==> src/rtl/fetch_ctrl.sv <==
// fetch_ctrl: instruction-fetch sequencer for a combinational, byte-addressed ROM.
//   Owns the fetch PC, drives the ROM address, and captures each returned word
//   together with its PC into a 2-entry queue. The queue head goes to decode
//   through a valid/ready handshake. Redirects flush the queue and refetch, and
//   halt suspends fetching while the queue drains.
//
// Optional feature: define FETCH_BOUND_CHECK_EN to refuse fetches with
//   fetch_pc+3 >= ROM_BYTES. A refused fetch enters a sticky FAULT state, which is
//   left only by reset or by a redirect to an in-range target.
//
// Ports:
//   clk, rst      clock (rising edge) and asynchronous active-high reset
//   imem_addr     ROM byte address, equal to fetch_pc (combinational)
//   imem_data     ROM word at imem_addr, valid in the same cycle
//   inst_o, pc_o  queue head instruction and its PC; both 0 when inst_valid=0
//   inst_valid    queue head valid
//   inst_ready    decode accepts the head
//   redirect      load redirect_pc (word aligned) and flush the queue
//   redirect_pc   redirect target
//   halt          suspend fetching
//   fetch_fault   sticky out-of-range flag (tied 0 without FETCH_BOUND_CHECK_EN)
module fetch_ctrl #(
    parameter logic [31:0] RESET_PC  = 32'h0000_0000,
    parameter int unsigned ROM_BYTES = 72
) (
    input  logic        clk,
    input  logic        rst,
    output logic [31:0] imem_addr,
    input  logic [31:0] imem_data,
    output logic [31:0] inst_o,
    output logic [31:0] pc_o,
    output logic        inst_valid,
    input  logic        inst_ready,
    input  logic        redirect,
    input  logic [31:0] redirect_pc,
    input  logic        halt,
    output logic        fetch_fault
);

    localparam int unsigned XLEN  = 32;
    localparam int unsigned DEPTH = 2;
    localparam int unsigned CNT_W = 2;
    localparam logic [XLEN:0] ROM_LIMIT = (XLEN+1)'(ROM_BYTES);

`ifdef FETCH_BOUND_CHECK_EN
    localparam logic BOUND_EN = 1'b1;
`else
    localparam logic BOUND_EN = 1'b0;
`endif

    typedef enum logic [1:0] {
        RUN   = 2'd0,
        STALL = 2'd1,
        FAULT = 2'd2
    } state_t;

    typedef struct packed {
        logic [XLEN-1:0] pc;
        logic [XLEN-1:0] inst;
    } entry_t;

    state_t            state_q, state_d;
    logic [XLEN-1:0]   fetch_pc_q, fetch_pc_d;
    logic [CNT_W-1:0]  count_q, count_d;
    logic              rd_ptr_q, rd_ptr_d;
    logic              wr_ptr_q, wr_ptr_d;
    entry_t            queue_q [DEPTH];

    logic              push_c;
    logic              pop_c;
    logic [XLEN-1:0]   target_c;
    logic              pc_ok_c;
    logic              target_ok_c;

    // Redirect targets are forced to word alignment.
    assign target_c = {redirect_pc[XLEN-1:2], 2'b00};

    // 33-bit compare so the +3 cannot wrap near the top of the address space.
    assign pc_ok_c     = !BOUND_EN || (((XLEN+1)'(fetch_pc_q) + (XLEN+1)'(3)) < ROM_LIMIT);
    assign target_ok_c = !BOUND_EN || (((XLEN+1)'(target_c)   + (XLEN+1)'(3)) < ROM_LIMIT);

    assign inst_valid = (count_q != CNT_W'(0));
    assign pop_c      = inst_valid && inst_ready;
    assign imem_addr  = fetch_pc_q;
    assign inst_o     = inst_valid ? queue_q[rd_ptr_q].inst : '0;
    assign pc_o       = inst_valid ? queue_q[rd_ptr_q].pc   : '0;

`ifdef FETCH_BOUND_CHECK_EN
    // FAULT is only ever entered via a failed check and left via reset or a good redirect.
    assign fetch_fault = (state_q == FAULT);
`else
    assign fetch_fault = 1'b0;
`endif

    // State, PC and queue bookkeeping registers.
    always_ff @(posedge clk or posedge rst) begin
        if (rst) begin
            state_q    <= RUN;
            fetch_pc_q <= {RESET_PC[XLEN-1:2], 2'b00};
            count_q    <= '0;
            rd_ptr_q   <= 1'b0;
            wr_ptr_q   <= 1'b0;
        end else begin
            state_q    <= state_d;
            fetch_pc_q <= fetch_pc_d;
            count_q    <= count_d;
            rd_ptr_q   <= rd_ptr_d;
            wr_ptr_q   <= wr_ptr_d;
        end
    end

    // Queue storage; a push into a full queue overwrites the slot being popped.
    always_ff @(posedge clk or posedge rst) begin
        if (rst) begin
            for (int i = 0; i < int'(DEPTH); i++) begin
                queue_q[i] <= '0;
            end
        end else if (push_c) begin
            queue_q[wr_ptr_q] <= '{pc: fetch_pc_q, inst: imem_data};
        end
    end

    // Next-state: redirect > fault > halt > normal fetch.
    always_comb begin
        state_d    = state_q;
        fetch_pc_d = fetch_pc_q;
        count_d    = count_q;
        rd_ptr_d   = rd_ptr_q;
        wr_ptr_d   = wr_ptr_q;
        push_c     = 1'b0;

        if (redirect) begin
            fetch_pc_d = target_c;
            count_d    = '0;
            rd_ptr_d   = 1'b0;
            wr_ptr_d   = 1'b0;
            if (!target_ok_c) begin
                state_d = FAULT;
            end else if (halt) begin
                state_d = STALL;
            end else begin
                state_d = RUN;
            end
        end else begin
            unique case (state_q)
                RUN: begin
                    if (!pc_ok_c) begin
                        state_d = FAULT;
                    end else if (halt) begin
                        state_d = STALL;
                    end else if ((count_q < CNT_W'(DEPTH)) || pop_c) begin
                        push_c = 1'b1;
                    end
                end
                STALL: begin
                    if (!halt) begin
                        state_d = RUN;
                    end
                end
                FAULT: begin
                    state_d = FAULT;
                end
                default: begin
                    state_d = RUN;
                end
            endcase

            if (push_c) begin
                fetch_pc_d = fetch_pc_q + XLEN'(4);
                wr_ptr_d   = ~wr_ptr_q;
            end
            if (pop_c) begin
                rd_ptr_d = ~rd_ptr_q;
            end
            count_d = count_q + CNT_W'(push_c) - CNT_W'(pop_c);
        end
    end

endmodule
==> config.mk <==
export PLATFORM = sky130hd
export DESIGN_NAME = fetch_ctrl
export DESIGN_NICKNAME = d
export VERILOG_FILES = /design/src/rtl/fetch_ctrl.sv
export SDC_FILE = /design/constraint.sdc
export NUM_CORES = 1
export LEC_CHECK = 0
export BUFFER_PORTS_ARGS = -buffer_cell sky130_fd_sc_hd__buf_2
export CAP_MARGIN = 25
export CORE_ASPECT_RATIO = 0.5
export CORE_MARGIN = 3
export CORE_UTILIZATION = 50
export DETAILED_ROUTE_END_ITERATION = 10
export HOLD_SLACK_MARGIN = 0.03
export MAX_ROUTING_LAYER = met4
export PLACE_DENSITY = 0.77
export SLEW_MARGIN = 10
export SYNTH_ARGS = -nofsm -noshare
export SYNTH_HDL_FRONTEND = slang
export SYNTH_SLANG_ARGS = --single-unit
==> constraint.sdc <==
create_clock -name clk -period 5.25 [get_ports clk]
set_input_delay 0.7875 -clock clk [delete_from_list [all_inputs] [get_ports clk]]
set_output_delay 0.7875 -clock clk [all_outputs]
set_load 0.01 [all_outputs]
Yosys cells after proc, flatten, opt, wreduce, memory -nomap -nowiden
Cells that the tools add are included.
Widths: inputs -> output; s select.
{"block": "classes", "add_sub_neg": 3, "muxes": 25, "n_lt_le_gt_ge": 4, "reduce_logical": 8, "n_bitwise": 4, "eq_ne": 4}
{"op": "$mux 64", "count": 4}
{"op": "$bwmux 128", "count": 1}
{"op": "$mux 32", "count": 4}
{"op": "$demux 64 s1", "count": 1}
{"op": "$add 32x3->32 const B", "count": 1}
{"op": "$mux 1", "count": 10}
{"op": "$mux 2", "count": 4}
{"op": "$ne 3x3->1 const B", "count": 2}
{"op": "$pmux 2 s3", "count": 1}
{"op": "$reduce_bool 2->1", "count": 3}
{"op": "$ge 2x2->1 const B", "count": 2}
{"op": "$not 1->2", "count": 2}
{"op": "$add 2x1->2", "count": 1}
{"op": "$eq 2x1->1 const B", "count": 1}
{"op": "$eq 2x2->1 const B", "count": 1}
{"op": "$logic_and 1x1->1", "count": 2}
{"op": "$logic_not 2->1", "count": 1}
{"op": "$lt 2x1->1 const B", "count": 1}
{"op": "$lt 2x2->1 const B", "count": 1}
{"op": "$not 1->1", "count": 2}
{"op": "$reduce_and 2->1", "count": 1}
{"op": "$sub 2x1->2", "count": 1}
{"op": "$logic_or 1x1->1", "count": 1}
{"block": "word_totals", "wordCells": 57, "regBits": 166, "in_bits": 69, "out_inout_bits": 98}

Depth between registers and ports, before layout
Gate-level depths: netlist (run 1).
{"block": "logic_depth", "ltp_word": 10, "mapped_depth": 8, "depth_no_buf": 8}

Least setup slack after synthesis (run 1)
No wires, ideal clock.
{"block": "synth_timing", "path_kind": "input -> register", "start": "input inst_ready", "end": "register queue_q[0] in the netlist's numbering", "path_slack_ns": 2.923, "setup_ns": 0.125, "n_path_buf": 2, "t_arrival_ns": 2.202, "required_ns": 5.125, "cell_stages": 5, "cell_sequence": "nand2b_1 -> nand4_1 -> clkbuf_1 -> buf_1 -> mux2_2"}
{"block": "synth_via", "elab_chain_cells": 7}
{"element": "start, declared", "line_no": "33", "text": "input logic inst_ready,"}
{"element": "$logic_and 1x1->1", "line_no": "83", "text": "assign pop_c = inst_valid && inst_ready;"}
{"element": "$logic_or 1x1->1", "line_no": "151", "text": "end else if ((count_q < CNT_W'(DEPTH)) || pop_c) begin"}
{"element": "$mux 1", "line_no": "151"}
{"element": "$mux 1", "line_no": "149", "text": "end else if (halt) begin"}
{"element": "$mux 1", "line_no": "145", "text": "unique case (state_q)"}
{"element": "$mux 1 (2 in series)", "line_no": "132", "text": "if (redirect) begin"}
{"element": "end signal, assigned by index", "line_no": "119", "text": "queue_q[wr_ptr_q] <= '{pc: fetch_pc_q, inst: imem_data};"}
{"element": "end, declared", "line_no": "67", "text": "entry_t queue_q [DEPTH];"}
No other way between the ends. The select of a mux whose other input is x is not followed.
A chain may end at the register's enable or synchronous reset.

Worst setup path in the final report (run 1)
{"block": "layout_timing", "start": "register count_q[1]", "end": "output pc_o[31]"}
{"block": "layout_via", "elab_chain_cells": 2}
{"element": "start, declared", "line_no": "64", "text": "logic [CNT_W-1:0] count_q, count_d;"}
{"element": "start signal, assigned", "line_no": "106", "text": "count_q <= count_d;"}
{"element": "$reduce_bool 2->1", "line_no": "82", "text": "assign inst_valid = (count_q != CNT_W'(0));"}
{"element": "$mux 32", "line_no": "86", "text": "assign pc_o = inst_valid ? queue_q[rd_ptr_q].pc : '0;"}
{"element": "end, declared", "line_no": "31", "text": "output logic [31:0] pc_o,"}
No other way between the ends.

==> results of run 1 <==
## flip-flops by register name, indices dropped and copies added, names as in the netlist
signal,flops
count_q,2
imem_addr,30
queue_q,124
rd_ptr_q,1
state_q,2
wr_ptr_q,1
## metrics by stage
stage                     setup slack, ps  total power (W)
after global placement               2140          0.00324
after CTS                            2010          0.00466
after floorplan                       143          0.00283
after global routing                 1910          0.00490
after detailed placement             2090          0.00331
final                                2080          0.00462
## worst register-to-register path: stages (launching register included)
cell and delay [ps]:
dfrtp_1 400, nor3_2 330, nand2_1 270, nor3_4 710
buf_4 510, mux2_2 400
## synth_stat cells, types with 2 or more instances
library cell / instances
a21oi_1: 2
a22oi_1: 3
a31oi_1: 10
and2_1: 4
and3_1: 2
and4_1: 3
buf_1: 6
buf_2: 8
buf_4: 5
clkbuf_1: 22
clkbuf_8: 3
dfrtp_1: 160
ha_1: 3
inv_1: 9
mux2_1: 4
mux2_2: 114
mux2i_1: 63
nand2_1: 30
nand3_1: 21
nand4_1: 12
nand4_2: 2
nor2_1: 85
nor2b_1: 9
nor3_1: 2
nor3_2: 3
nor4_1: 5
nor4b_1: 2
o21ai_0: 20
o311ai_0: 3
o31ai_1: 11
o41ai_1: 2
or2_2: 3
or3_1: 3
or4_1: 10
xnor2_1: 5
xor2_1: 5
## kinds of logic (layout without fill, tap and decap cells)
kind of cell	count (synthesis)	after routing	share of synthesized area, %
AND/OR/NAND/NOR	205	205	13.4
adder cells (fa/ha/maj)	3	3	0.482
XOR/XNOR	10	10	1.12
AO/OA/AOI/OAI	58	58	4.88
other	1	5	0.0482
multiplexers	181	181	25.2
flip-flops	160	160	51.4
buffers and inverters	55	210	3.45
## worst paths after layout
| check | cells past startpoint | slack [ps] | to |
|---|---|---|---|
| min in group clk | 1 | 470 | state_q[1] |
| setup / recovery | 4 | 2080 | pc_o[31] |
| max in group asynchronous | 4 | 3500 | queue_q[0] |
| setup reg to reg | 5 | 2510 | queue_q[79] |
| hold / removal | 2 | 400 | queue_q[95] |
| hold reg to reg | 1 | 470 | state_q[1] |
## power groups by stage
stage	Clock (W)	Combinational, W	Sequential (W)
after floorplan	0	0.000995	0.00184
after global placement	0	0.00132	0.00192
after detailed placement	0	0.00136	0.00195
after CTS	0.00137	0.00136	0.00193
after global routing	0.00143	0.00148	0.00199
final	0.00134	0.00134	0.00193
## metal layers
| layer | global-route usage (%) | vias to the layer above | part of all wire, % |
|---|---|---|---|
| li1 | - | 2697 | - |
| met1 | 28.6 | 2988 | 45 |
| met2 | 36.6 | 167 | 50 |
| met3 | 4.18 | 15 | 4.2 |
| met4 | 5.51 | 0 | 0.98 |
| met5 | - | - | 0 |
## cell type report
type | instances | area (um2) | share of cell area (%)
clock buffer | 18 | 439 | 4.68
multi-input combinational | 462 | 3540 | 37.8
sequential | 160 | 4010 | 42.7
timing repair buffer | 168 | 896 | 9.55
inverter | 10 | 42.5 | 0.454
clock inverter | 14 | 201 | 2.15
tap | 198 | 248 | 2.64
==> results.json, run 1 <==
{
  "setup_violations": 0,
  "num_rows": 31,
  "fin_crit_ps": 3170,
  "cp-start-kind": "flop",
  "critPathSlowestCell": "nor2_4",
  "cts-root-buf": "clkbuf_16",
  "fin_skew_ps": 12.5,
  "design_area_um2": 9380,
  "p_leak_nw": 4.25,
  "path_clk_slew_ps": 70,
  "fillers": 1212,
  "synth_top_area_cell": "dfrtp_1",
  "grt_max_degree": 112,
  "hpwl_mm": 11.9,
  "critPathBufInv": 2,
  "antenna_left": 0,
  "synth_top_area_share_pct": 51.4,
  "switching_power_w": 0.00147,
  "utilization_pct": 63.1,
  "post-cts-setup-buffers": 0,
  "worst_pin_slew_ps": 982,
  "synthArstFlopShare_pct": 100,
  "hold_viol": 0,
  "grtUsageTotal_pct": 22.2,
  "setup.worst_path.class": "reg -> out",
  "drive_above_1_share_pct": 39.8,
  "drv_slew": 0,
  "die_area_um2": 17200,
  "grt_overflow": 0,
  "slew_headroom_pct": 34.4,
  "cts.sinks": 160,
  "arrival_ps": 2380,
  "clock_latency_ps": 420,
  "clkPwrFrac_pct": 29.1,
  "peakVddDrop_uv": 259,
  "maxCapViolations": 0,
  "crit_fanout": 36,
  "antenna_found_initial": 0,
  "die_y_um": 94.2,
  "nNetsFinal": 891,
  "crit_chain": "nor2_4 -> buf_4 -> nor2_1 -> buf_2",
  "gp_congestion": 0.798,
  "cp.required_ps": 4460,
  "drtPass1Iterations": 5,
  "cp_top_family": "simple AND/OR/NAND/NOR gates",
  "core-area_um2": 14900,
  "viasPerCell": 5.70,
  "syn-mean-instance-area_um2": 11.6,
  "ys_ff_latch": 160,
  "syn_inst": 673,
  "critPathMaxStageDelay_ps": 770,
  "power_frac_seq_pct": 41.8,
  "grt_pass1_vias": 5924,
  "p_comb_share_pct": 29.1,
  "place_area_um2": 8710,
  "pin_count": 167,
  "vias": 5867,
  "dp.cells": 997,
  "h-tree-depth": 4,
  "area_growth_syn_to_layout_pct": 20.4,
  "port_buffers": 159,
  "clk_path_buf_depth": 2,
  "cp-startpoint": "count_q[1]",
  "drc": 0,
  "sw_frac_of_total_pct": 31.8,
  "ys_seq_area_share_pct": 51.4,
  "power.internal_w": 0.00315,
  "hold_slack_ps": 397,
  "cts_tree": "done",
  "synth.cell_area_um2": 7790,
  "antenna_cells": 0,
  "finalSetupTns_ps": 0,
  "synth_cell_types": 55,
  "fmax_mhz": 316,
  "yosysWarnings": 0,
  "ctsHoldBuffers": 0,
  "synthTopCellsByArea": "dfrtp_1 51%, mux2_2 16%, mux2i_1 8.1%",
  "synth_edf_count": 0,
  "power.density_nw_per_um2": 492,
  "rsz0062_at_grt": "no",
  "post-route-period-util_pct": 60.3,
  "ctsResizeCount": 0,
  "stdcell_count": 1030,
  "hp-class": "in -> async",
  "cts_buffers": 17,
  "synthFlopType": "dfrtp_1",
  "first_iter_violations": 405,
  "totalWireLength_mm": 18.0,
  "r2r-start": "state_q[0]",
  "mostFrequentLayoutCells": "159 x dfrtp_1, 159 x buf_2, 114 x mux2_2",
  "grt_pass1_wl_mm": 29.8,
  "status": "finished clean",
  "wl_per_cell_um": 17.5,
  "worstSetupEndpointType": "output pin",
  "die_width_um": 182,
  "initial_core_util_pct": 52.4
}
Power figures use the tool's default switching activity.
==> run 2, diff against run 1 <==
--- a/config.mk
+++ b/config.mk
@@ -5,6 +5,7 @@
 export SDC_FILE = /design/constraint.sdc
 export NUM_CORES = 1
 export LEC_CHECK = 0
+export ABC_AREA = 1
 export BUFFER_PORTS_ARGS = -buffer_cell sky130_fd_sc_hd__buf_2
 export CAP_MARGIN = 25
 export CORE_ASPECT_RATIO = 0.5
==> constraint.sdc (replaced) <==
create_clock -name clk -period 2.73 [get_ports clk]
set_input_delay 0.4095 -clock clk [delete_from_list [all_inputs] [get_ports clk]]
set_output_delay 0.4095 -clock clk [all_outputs]
set_load 0.01 [all_outputs]
==> run 2 against run 1 <==
- clock power increased by 76%
- register-to-register slack worse by 1600 ps
- sequential power increased by 82%
- synthesized cell count is 53% higher
- flip-flop and latch count did not move
- count of clock-buffer cells in the layout up 2
- routed wire length rose by 12%
- first-iteration DRC count up 73%
- worst setup slack lost 1600 ps
- critical endpoint is now pc_o[11]
- largest power group unchanged
- highest routed layer unchanged
==> results.json, run 2 <==
{
  "status": "finished clean",
  "path_clk_slew_ps": 70,
  "synthAdderAreaFrac_pct": 0.476,
  "cp.required_ps": 2320,
  "power.density_nw_per_um2": 908,
  "met2_usage_pct": 37.5,
  "drive_above_1_share_pct": 18.5,
  "synth_edf_count": 0,
  "largest_reg_flops": 124,
  "grt_max_degree": 125,
  "hold_viol": 0,
  "cts_tree": "done",
  "port_buffers": 159,
  "grtUsageTotal_pct": 24.5,
  "num_rows": 31,
  "synthTopCellsByArea": "dfrtp_1 51%, nand2_1 18%, o21ai_1 6.9%",
  "worstSetupEndpointType": "output pin",
  "yosysWarnings": 0,
  "synth.cell_area_um2": 7890,
  "met3_usage_pct": 3.85,
  "die_y_um": 94.8,
  "clock_latency_ps": 410,
  "antenna_found_initial": 0,
  "initial_core_util_pct": 52.8,
  "ctsResizeCount": 0,
  "yosys.area_share.simple_pct": 23.4,
  "core-area_um2": 14900,
  "synth_compound_area_share_pct": 14.8,
  "cp-start-kind": "flop",
  "fin_ws_ps": 444,
  "cts-root-buf": "clkbuf_16",
  "synth_top_area_share_pct": 50.8,
  "gp_congestion": 0.909,
  "finalSetupTns_ps": 0,
  "setup.worst_path.class": "reg -> out",
  "post-route-period-util_pct": 83.7,
  "worst_pin_slew_ps": 706,
  "ff_latch_area_um2": 4010,
  "setup_violations": 0,
  "viasPerCell": 5.15,
  "pin_count": 167,
  "rsz0062_at_grt": "no",
  "maxCapViolations": 0,
  "ys_seq_area_share_pct": 50.8,
  "multi_input_area_um2": 3210,
  "use_met1_pct": 34.8,
  "grt_pass1_vias": 6586,
  "mostFrequentLayoutCells": "386 x nand2_1, 159 x dfrtp_1, 159 x buf_2",
  "ys_ff_latch": 160,
  "syn-mean-instance-area_um2": 7.65,
  "crit_fanout": 46,
  "drtPass1Iterations": 5,
  "totalWireLength_mm": 20.2,
  "die_area_um2": 17400,
  "syn_inst": 1031,
  "antenna_cells": 0,
  "fin_skew_ps": 12.1,
  "first_iter_violations": 702,
  "arrival_ps": 1880,
  "place_ws_ps": 855,
  "cts_buffers": 17,
  "h-tree-depth": 4,
  "synth_top_family_by_area": "simple AND/OR/NAND/NOR gates",
  "grt_pass1_wl_mm": 33.0,
  "slew_headroom_pct": 52.8,
  "synthArstFlopShare_pct": 100,
  "drc": 0,
  "die_width_um": 184,
  "drv_slew": 0,
  "cts.sinks": 160,
  "wl_per_cell_um": 14.7,
  "post-cts-setup-buffers": 0,
  "area_growth_syn_to_layout_pct": 19.0,
  "synth_xor_area_share_pct": 1.55,
  "peakVddDrop_uv": 535,
  "muxShareOfSynthArea_pct": 0,
  "grt_busiest_layer": "met2",
  "nNetsFinal": 1238,
  "clk_path_buf_depth": 2,
  "antenna_left": 0,
  "hp-class": "in -> async",
  "synth_cell_types": 30,
  "fin_crit_ps": 2290,
  "synth_most_common_cell": "nand2_1",
  "synth_common_cells": "386 x nand2_1, 160 x dfrtp_1, 108 x o21ai_1",
  "fmax_mhz": 437,
  "grt_overflow": 0,
  "final_common_cell": "nand2_1",
  "synth_top_area_cell": "dfrtp_1",
  "vias": 7085,
  "top_register": "queue_q",
  "synthFlopType": "dfrtp_1",
  "fillers": 1336,
  "hpwl_mm": 13.5,
  "p_leak_nw": 4.84,
  "ctsHoldBuffers": 0
}
==> run 2: kinds of logic (layout without fill, tap and decap cells) <==
kind of cell | count (synthesis) | in the layout
AND/OR/NAND/NOR | 464 | 464
AO/OA/AOI/OAI | 228 | 228
buffers and inverters | 161 | 304
other | 1 | 5
adder cells (fa/ha/maj) | 3 | 3
flip-flops | 160 | 160
XOR/XNOR | 14 | 14
==> run 2: where the power goes <==
part	switching (W)	internal, W
registers	0.000443	0.00306
logic	0.00167	0.000980
clock network	0.000983	0.00138
total	0.00310	0.00542
==> run 2: layout make-up <==
cell class / instances / share of cell area [%]
multi-input combinational: 714 / 34.2
clock inverter: 11 / 1.40
clock buffer: 20 / 4.76
timing repair buffer: 171 / 10.2
sequential: 160 / 42.7
inverter: 102 / 4.12
tap: 198 / 2.64
==> run 2: critical path, cell delays in order, from the launching register on <==
cell     delay [ps]
dfrtp_1         410
nor2_4          450
buf_12          310
a21oi_1         110
buf_2           160
==> run 2: routing by layer <==
| layer | part of all wire, % | wire [um] | up-vias |
|---|---|---|---|
| met2 | 45 | 9170 | 277 |
| li1 | - | - | 3514 |
| met5 | 0 | 0 | - |
| met4 | 0.80 | 161 | 0 |
| met3 | 7.3 | 1480 | 14 |
| met1 | 46 | 9380 | 3280 |
==> run 2: worst paths after layout <==
| path | from | endpoint | slack [ps] | cells past startpoint |
|---|---|---|---|---|
| min in group clk | redirect_pc[5] | imem_addr[5] | 200 | 3 |
| min reg2reg | state_q[0] | state_q[1] | 450 | 1 |
| min | rst | queue_q[89] | 100 | 2 |
| max reg2reg | count_q[0] | count_q[1] | 890 | 7 |
| max | count_q[0] | pc_o[11] | 440 | 4 |
| max in group asynchronous | rst | queue_q[122] | 1860 | 3 |
==> run 2: metrics by stage <==
stage          hold WS (ps)  cell area [um2]  total power [W]  instances  utilization, %
2_1_floorplan           420             7910          0.00517       1035               -
3_3_place_gp            425             8810          0.00609       1345            59.0
3_5_place_dp            441             8810          0.00619       1345            59.0
4_1_cts                 128             9380          0.00857       1376            62.8
5_1_grt                 146             9380          0.00908       1376            62.8
6_report                101             9380          0.00852       1376            62.8
